### src/rtl/fifo_pkg.sv
// Shared async-FIFO helpers: default sizing and Gray/binary pointer conversion.
// Both the write-side and read-side pointer blocks use these helpers.
package fifo_pkg;

   localparam int DEF_ADDR_WIDTH = 6;
   localparam int MAX_W          = 32;

   function automatic int depth(input int aw);
      return 1 << aw;
   endfunction

   function automatic logic [MAX_W-1:0] bin2gray(input logic [MAX_W-1:0] b);
      return b ^ (b >> 1);
   endfunction

   // Prefix-XOR from the MSB down. This works for any width as long as the
   // caller zero-extends the input.
   function automatic logic [MAX_W-1:0] gray2bin(input logic [MAX_W-1:0] g);
      logic [MAX_W-1:0] b;
      b = g;
      for (int s = 1; s < MAX_W; s = s * 2)
         b = b ^ (b >> s);
      return b;
   endfunction

endpackage

### src/rtl/wptr_full_if.sv
// Write-side bundle between the write client, the RAM write port and the pointer synchronizers.
interface wptr_full_if #(
   parameter int ADDR_WIDTH = fifo_pkg::DEF_ADDR_WIDTH
);
   logic                  winc;
   logic                  clr_overflow;
   logic [ADDR_WIDTH:0]   rptr_sync;
   logic                  wen;
   logic [ADDR_WIDTH-1:0] waddr;
   logic [ADDR_WIDTH:0]   wptr;
   logic                  wfull;
   logic                  walmost_full;
   logic [ADDR_WIDTH:0]   wlevel;
   logic                  overflow;

   modport master (
      output winc, clr_overflow, rptr_sync,
      input  wen, waddr, wptr, wfull, walmost_full, wlevel, overflow
   );

   modport slave (
      input  winc, clr_overflow, rptr_sync,
      output wen, waddr, wptr, wfull, walmost_full, wlevel, overflow
   );
endinterface

### src/rtl/wptr_full.sv
// Write-domain pointer/status block: binary write address, registered Gray wptr,
// and full / almost-full / level / sticky overflow derived from the synchronized read pointer.
module wptr_full
   import fifo_pkg::*;
#(
   parameter int ADDR_WIDTH = DEF_ADDR_WIDTH,
   parameter int AF_MARGIN  = 4
) (
   input  logic        clk,
   input  logic        rst_n,
   wptr_full_if.slave  bus
);
   localparam int PW    = ADDR_WIDTH + 1;
   localparam int DEPTH = 1 << ADDR_WIDTH;
   localparam logic [PW-1:0] AF_THRESH = PW'(DEPTH - AF_MARGIN);

   logic [PW-1:0] wbin, wbin_next, wgray_next, rbin, lvl_next;
   logic [PW-1:0] wptr_q, wlevel_q;
   logic          wfull_q, waf_q, ovf_q;
   logic          wen;
   logic          full_next;

   assign wen        = bus.winc & ~wfull_q;
   assign wbin_next  = wbin + {{ADDR_WIDTH{1'b0}}, wen};
   assign wgray_next = PW'(bin2gray(MAX_W'(wbin_next)));
   assign rbin       = PW'(gray2bin(MAX_W'(bus.rptr_sync)));
   assign lvl_next   = wbin_next - rbin;

   // The write pointer has wrapped once more than the read pointer: the top two Gray bits differ and the rest match.
   assign full_next  = (wgray_next == {~bus.rptr_sync[ADDR_WIDTH:ADDR_WIDTH-1],
                                       bus.rptr_sync[ADDR_WIDTH-2:0]});

   always_ff @(posedge clk or negedge rst_n) begin
      if (!rst_n) begin
         wbin     <= '0;
         wptr_q   <= '0;
         wfull_q  <= 1'b0;
         waf_q    <= 1'b0;
         wlevel_q <= '0;
         ovf_q    <= 1'b0;
      end else begin
         wbin     <= wbin_next;
         wptr_q   <= wgray_next;
         wfull_q  <= full_next;
         waf_q    <= (lvl_next >= AF_THRESH);
         wlevel_q <= lvl_next;
         // When a set and a clear arrive in the same cycle, the set wins.
         if (bus.winc && wfull_q)
            ovf_q <= 1'b1;
         else if (bus.clr_overflow)
            ovf_q <= 1'b0;
      end
   end

   assign bus.wen          = wen;
   assign bus.waddr        = wbin[ADDR_WIDTH-1:0];
   assign bus.wptr         = wptr_q;
   assign bus.wfull        = wfull_q;
   assign bus.walmost_full = waf_q;
   assign bus.wlevel       = wlevel_q;
   assign bus.overflow     = ovf_q;

endmodule

### src/flat_wrapper.sv
// flat-port wrapper written by rule: the top's interface ports become plain ports
module wptr_full_flat import fifo_pkg::*;
#(
   parameter int ADDR_WIDTH = DEF_ADDR_WIDTH,
   parameter int AF_MARGIN  = 4
)
  (clk, rst_n, bus_winc, bus_clr_overflow, bus_rptr_sync, bus_wen, bus_waddr, bus_wptr, bus_wfull, bus_walmost_full, bus_wlevel, bus_overflow);
  wptr_full_if #(.ADDR_WIDTH(ADDR_WIDTH)) bus_i ();
  input  logic clk;
  input  logic rst_n;
  input wire logic [$bits(bus_i.winc)-1:0] bus_winc;
  input wire logic [$bits(bus_i.clr_overflow)-1:0] bus_clr_overflow;
  input wire logic [$bits(bus_i.rptr_sync)-1:0] bus_rptr_sync;
  output wire logic [$bits(bus_i.wen)-1:0] bus_wen;
  output wire logic [$bits(bus_i.waddr)-1:0] bus_waddr;
  output wire logic [$bits(bus_i.wptr)-1:0] bus_wptr;
  output wire logic [$bits(bus_i.wfull)-1:0] bus_wfull;
  output wire logic [$bits(bus_i.walmost_full)-1:0] bus_walmost_full;
  output wire logic [$bits(bus_i.wlevel)-1:0] bus_wlevel;
  output wire logic [$bits(bus_i.overflow)-1:0] bus_overflow;
  assign bus_i.winc = bus_winc;
  assign bus_i.clr_overflow = bus_clr_overflow;
  assign bus_i.rptr_sync = bus_rptr_sync;
  assign bus_wen = bus_i.wen;
  assign bus_waddr = bus_i.waddr;
  assign bus_wptr = bus_i.wptr;
  assign bus_wfull = bus_i.wfull;
  assign bus_walmost_full = bus_i.walmost_full;
  assign bus_wlevel = bus_i.wlevel;
  assign bus_overflow = bus_i.overflow;
  wptr_full #(.ADDR_WIDTH(ADDR_WIDTH), .AF_MARGIN(AF_MARGIN)) u_core (.clk(clk), .rst_n(rst_n), .bus(bus_i));
endmodule
### config.mk
export PLATFORM = sky130hd
export DESIGN_NAME = wptr_full_flat
export DESIGN_NICKNAME = d
export VERILOG_FILES = /design/src/rtl/fifo_pkg.sv /design/src/rtl/wptr_full_if.sv /design/src/rtl/wptr_full.sv /design/src/flat_wrapper.sv
export SDC_FILE = /design/constraint.sdc
export NUM_CORES = 1
export LEC_CHECK = 0
export ABC_CLOCK_PERIOD_IN_PS = 3500
export BUFFER_PORTS_ARGS = -buffer_cell sky130_fd_sc_hd__buf_2
export CELL_PAD_IN_SITES_DETAIL_PLACEMENT = 1
export CELL_PAD_IN_SITES_GLOBAL_PLACEMENT = 1
export CORE_MARGIN = 2
export CORE_UTILIZATION = 40
export DETAILED_ROUTE_END_ITERATION = 8
export PLACE_DENSITY = 0.83
export SLEW_MARGIN = 10
export SYNTH_ARGS = -nofsm -noshare
export SYNTH_HDL_FRONTEND = slang
export SYNTH_SLANG_ARGS = --single-unit
### constraint.sdc
create_clock -name clk -period 3.5 [get_ports clk]
set_input_delay 0.35 -clock clk [delete_from_list [all_inputs] [get_ports clk]]
set_output_delay 0.35 -clock clk [all_outputs]
set_load 0.01 [all_outputs]
[Word level (Yosys, flattened, before mapping)]
Index checks and enable logic that the tools add are counted.
Widths: inputs -> output; s select.
Cells by class
  bitwise operators: 9
  muxes and demuxes: 2
  shift-type cells: 0
  add/subtract/negate cells: 2
  reduce and logical (&&, ||, !) cells: 2
  magnitude comparators: 1
  equal/unequal tests: 1
  divide/modulo/power cells: 0
  $mul: 0
Operators with widths (number)
  $xor 31x28->31: 1
  $xor 23x23->23: 1
  $xor 7x6->7: 2
  $add 7x1->7: 1
  $eq 7x7->1: 1
  $ge 7x6->1 const B: 1
  $sub 7x7->7: 1
  $xor 7x5->7: 1
  $xor 7x7->7: 1
  $mux 1: 2
  $not 2->2: 1
  $reduce_bool 2->1: 1
  $and 1x1->1: 1
  $logic_and 1x1->1: 1
  $not 1->1: 1
Storage, ports and cells
  word-level logic and storage cells: 23
  ROM bits: 0
  bits in registers: 24
  memory bits (writable): 0
  latch bits: 0
  output and inout port bits: 24
  memories kept: 0
  input bits: 11

[Depth between registers and ports, before layout]
  word-level depth: 7
  mapped depth: 13
  mapped depth without buffers: 13

[Worst setup path before layout]
No wires, ideal clock.
  path type: in2reg
  start: input bus_rptr_sync[6]
  end: register u_core.waf_q, in the netlist u_core.bus.walmost_full
  arrival time: 3.107 ns
  path slack: 0.273 ns
  stages: 12
  setup time: 0.120 ns
  buffers on the path: 1
  path through: buf_6 xor3_1 xor3_2 xnor2_1 xnor2_1 ha_1 fa_1 maj3_2 o211ai_2 a21oi_2 xnor2_2 a41o_1
On the way
  cells in the longest elaborated chain, start to end: 7
RTL lines
  start, declared: RTL line flat_wrapper.sv:13  | input wire logic [$bits(bus_i.rptr_sync)-1:0] bus_rptr_sync;
  $xor 7x6->7: RTL line fifo_pkg.sv:22  | b = b ^ (b >> s);
  $xor 7x5->7: RTL line fifo_pkg.sv:22
  $xor 31x28->31: RTL line fifo_pkg.sv:22
  $xor 23x23->23: RTL line fifo_pkg.sv:22
  $xor 7x7->7: RTL line fifo_pkg.sv:22
  $sub 7x7->7: RTL line wptr_full.sv:27  | assign lvl_next = wbin_next - rbin;
  net u_core.lvl_next[6]: RTL line wptr_full.sv:17  | logic [PW-1:0] wbin, wbin_next, wgray_next, rbin, lvl_next;
  $ge 7x6->1: RTL line wptr_full.sv:45  | waf_q <= (lvl_next >= AF_THRESH);
  end signal, assigned: RTL line wptr_full.sv:45
  end, declared: RTL line wptr_full.sv:19  | logic wfull_q, waf_q, ovf_q;
The timed path passes the listed nets, and every way through them passes these cells.
A chain may end at the register's enable or synchronous reset.

[Final worst setup path]
  start: input bus_rptr_sync[4]
  end: register u_core.waf_q, in the netlist u_core.bus.walmost_full
The elaborated chain is that of the path after synthesis.

==> results by group <==
STA
  – Slew margin rel.: 59.3%
  – Hold_ws: -17.7 ps
  – Final Cycle Share: 88.8%
  – Fin. Hold Viols: 23
  – Max Slew Vio Count: 0
  – Final Setup Violations: 0
  – RSZ-0062 raised after global routing: false
  – Clock skew: 8.55 ps
  – Minimum clock period: 3110 ps
  – Max Clk Rate: 0.322 GHz
  – Setup_tns: 0 ps
  – Final Worst Setup Slack: 393 ps
  – Measured slew at the worst slew-check pin: 605 ps

Placement
  – DP HPWL: 2380 um
  – Dpl ws: 37.1 ps
  – Gp weighted congestion: 0.821
  – Placed Area: 1590 um2
  – # port buffers: 34

Synth
  – Synthesized area: 1370 um2
  – Register area share after synthesis: 42.0%
  – Top post-synthesis cells by area: dfrtp_1, xnor2_1, ha_1
  – Yosys warnings: 0
  – Ys flop type: dfrtp_1
  – Synth top area share: 42.0%
  – Syn_nets: 145
  – Post-synth top cells: dfrtp_1, xnor2_1, inv_1, xor2_1, nand2_1
  – Yosys cell types: 33
  – EDFF count, synth: 0
  – FF+latch count, synth: 23
  – Ys async rst share: 100%
  – Post-synth top area cell: dfrtp_1
  – Most common cell in the netlist: dfrtp_1
  – Synth Instances: 126
  – Avg Inst Size Synth: 10.9 um2

Die
  – IO Count: 35
  – Initial Utilization: 41.4%
  – Core ar.: 3310 um2
  – Row cnt: 21
  – Full die area: 3910 um2
  – Horiz. Die Dim: 62.6 um
  – Die height: 62.6 um

Outcome
  – Status: finished with violations
  – Failing checks: negative hold slack

Clocking
  – Clk pin slew, worst setup/hold paths: 130 ps
  – Cts repair resizes: 0
  – CTS Root Cell: clkbuf_4
  – CTS sink cnt: 23
  – Post-CTS setup buffers: 0
  – Worst-case clock buffer depth: 2
  – CTS tree: built
  – CTS HTree Levels: 1
  – Clock Latency Late Sink: 310 ps
  – Total clock buffers created by CTS: 3
  – # hold bufs at CTS: 0

GRT
  – Gr usage total: 16.7%
  – First-pass GRT wire length: 5090 um
  – Pin count of the biggest net entering global routing: 24
  – Grt total ovfl: 0
  – Vias in the first global route: 1090
  – Antenna violations before repair: 0

Layout
  – Ant diodes: 0
  – Layout Nets: 182
  – Register area: 576 um2
  – Multi-input combinational cell area: 722 um2
  – Layout overhead on the synthesized area: 17.5%
  – FILL cells: 391
  – Layout cells sized above 1: 29.6%
  – Post-route cell area: 1610 um2

Worst setup path
  – Worst r2r src: u_core.bus.wfull$_DFF_PN0_
  – CP most frequent cell: xnor2_1
  – FF-to-FF path depth: 13
  – Cell family with most CP delay: XOR/XNOR gates
  – FF-to-FF setup slack: 570 ps
  – Crit-path max cell delay: 450 ps
  – Critical Path End Type: flop
  – Worst setup SP type: input port
  – CP Cell Sequence: buf_2 > xor3_1 > xor3_2 > xnor2_1 > xnor2_1 > ha_1 > fa_1 > maj3_2 > o211ai_2 > a21oi_2 > xnor2_2 > a41o_1
  – Worst Setup EP: u_core.bus.walmost_full$_DFF_PN0_
  – Slowest-stage cell, CP: xor3_1
  – CP Class: input port to flop
  – Critical path depth: 12
  – Critical Path Source: bus_rptr_sync[4]
  – Critical Path Fanout Max: 6
  – Worst Path Buf+Inv: 1
  – CP arrival: 3330 ps
  – WP data required: 3720 ps
  – Worst R2R End: u_core.bus.walmost_full$_DFF_PN0_

Pwr
  – Max VDD drop: 0.323 mV
  – Leakage dissipation: 0.787 nW
  – PD cells: 1080 nW/um2

Detailed routing
  – Post-route ant nets: 0
  – DR vias/cell: 4.91
  – Vias: 1021
  – Drt wl/cell: 13.8 um
  – TritonRoute pass-1 iters: 2
  – DR iter-0 viols: 32
  – # DRC: 0
  – Routed WL: 2870 um

Min path
  – Hold/Removal Path Class: input port to asynchronous set/reset pin

Job
  – Max Cap Viol: 0
[worst min path at each step]
stage	from	to	slack, ps
5_1_grt	rst_n	u_core.bus.wptr[1]$_DFF_PN0_	20
4_1_cts	rst_n	u_core.bus.wptr[1]$_DFF_PN0_	0.8
3_3_place_gp	rst_n	u_core.bus.overflow$_DFFE_PN0P_	340
2_1_floorplan	rst_n	u_core.bus.overflow$_DFFE_PN0P_	50
3_5_place_dp	rst_n	u_core.bus.wptr[1]$_DFF_PN0_	350
6_report	rst_n	u_core.bus.wptr[3]$_DFF_PN0_	-20
[cell usage in the layout, fill, tap and decap left out, types with 2 or more instances in the layout]
| cell type | instances |
|---|---|
| buf_2 | 34 |
| dfrtp_1 | 23 |
| xnor2_1 | 17 |
| inv_1 | 14 |
| xor2_1 | 9 |
| nand2_1 | 8 |
| ha_1 | 7 |
| a21oi_1 | 6 |
| nand3_1 | 5 |
| nor2_1 | 4 |
| xnor2_2 | 3 |
| o21ai_0 | 3 |
| clkbuf_4 | 3 |
| maj3_2 | 2 |
| a21oi_2 | 2 |
| nand3b_1 | 2 |
| or3_1 | 2 |
[final cells by class]
type / instances / share of cell area [%]
Inverter: 14 / 3.26
Timing Repair Buffer: 35 / 11.0
Sequential cell: 23 / 35.7
Tap cell: 46 / 3.57
Multi-Input combinational cell: 86 / 44.8
Clock buffer: 4 / 1.63
[cells by family (layout without fill, tap and decap cells)]
| kind of cell | count (synthesis) | in the layout | share of synthesized area, % |
|---|---|---|---|
| adders and majority gates | 10 | 10 | 9.49 |
| buffers and inverters | 17 | 53 | 5.38 |
| AOI/OAI and AO/OA | 20 | 20 | 10.4 |
| xor gates and xnor gates | 31 | 31 | 23.7 |
| DFF | 23 | 23 | 42.0 |
| and+or+nand+nor | 25 | 25 | 9.03 |
[metrics by stage]
stage | util (%) | cells | power [mW] | hold WS, ps
6_report | 48.7 | 208 | 1.74 | -17.7
5_1_grt | 48.7 | 208 | 1.90 | 15.0
4_1_cts | 48.7 | 208 | 1.75 | 0.820
3_5_place_dp | 47.9 | 204 | 1.63 | 355
3_3_place_gp | 47.9 | 204 | 1.56 | 345
2_1_floorplan | - | 126 | 1.31 | 54.4
[report_power, final]
part	internal [mW]	leakage, nW	total [mW]	switching (mW)
Combinational	0.506	0.493	1.14	0.632
Sequential	0.402	0.279	0.476	0.0739
Clock	0.0446	0.0150	0.123	0.0785
[per-layer routing]
| metal | GRT usage, % | routed length (um) |
|---|---|---|
| met3 | 3.42 | 98 |
| met2 | 29.0 | 1550 |
| met4 | 9.44 | 82 |
| met1 | 19.2 | 1130 |
| met5 | 0 | 0 |
[worst reg2reg max path: cells and delay by family, from the launching register on]
family,cells,cell delay (ps)
XOR/XNOR,1,230
flip-flops,1,410
AO/OA/AOI/OAI,3,350
adder cells (fa/ha/maj),3,940
AND/OR/NAND/NOR,5,790
buffers and inverters,1,130
[state kept, by name (all words and copies together) (netlist names)]
| signal | flops |
|---|---|
| u_core.bus.walmost_full | 1 |
| u_core.bus.wptr | 6 |
| u_core.wbin | 7 |
| u_core.bus.wfull | 1 |
| u_core.bus.overflow | 1 |
| u_core.bus.wlevel | 7 |
Note: power is estimated with default switching activity, not from simulation.
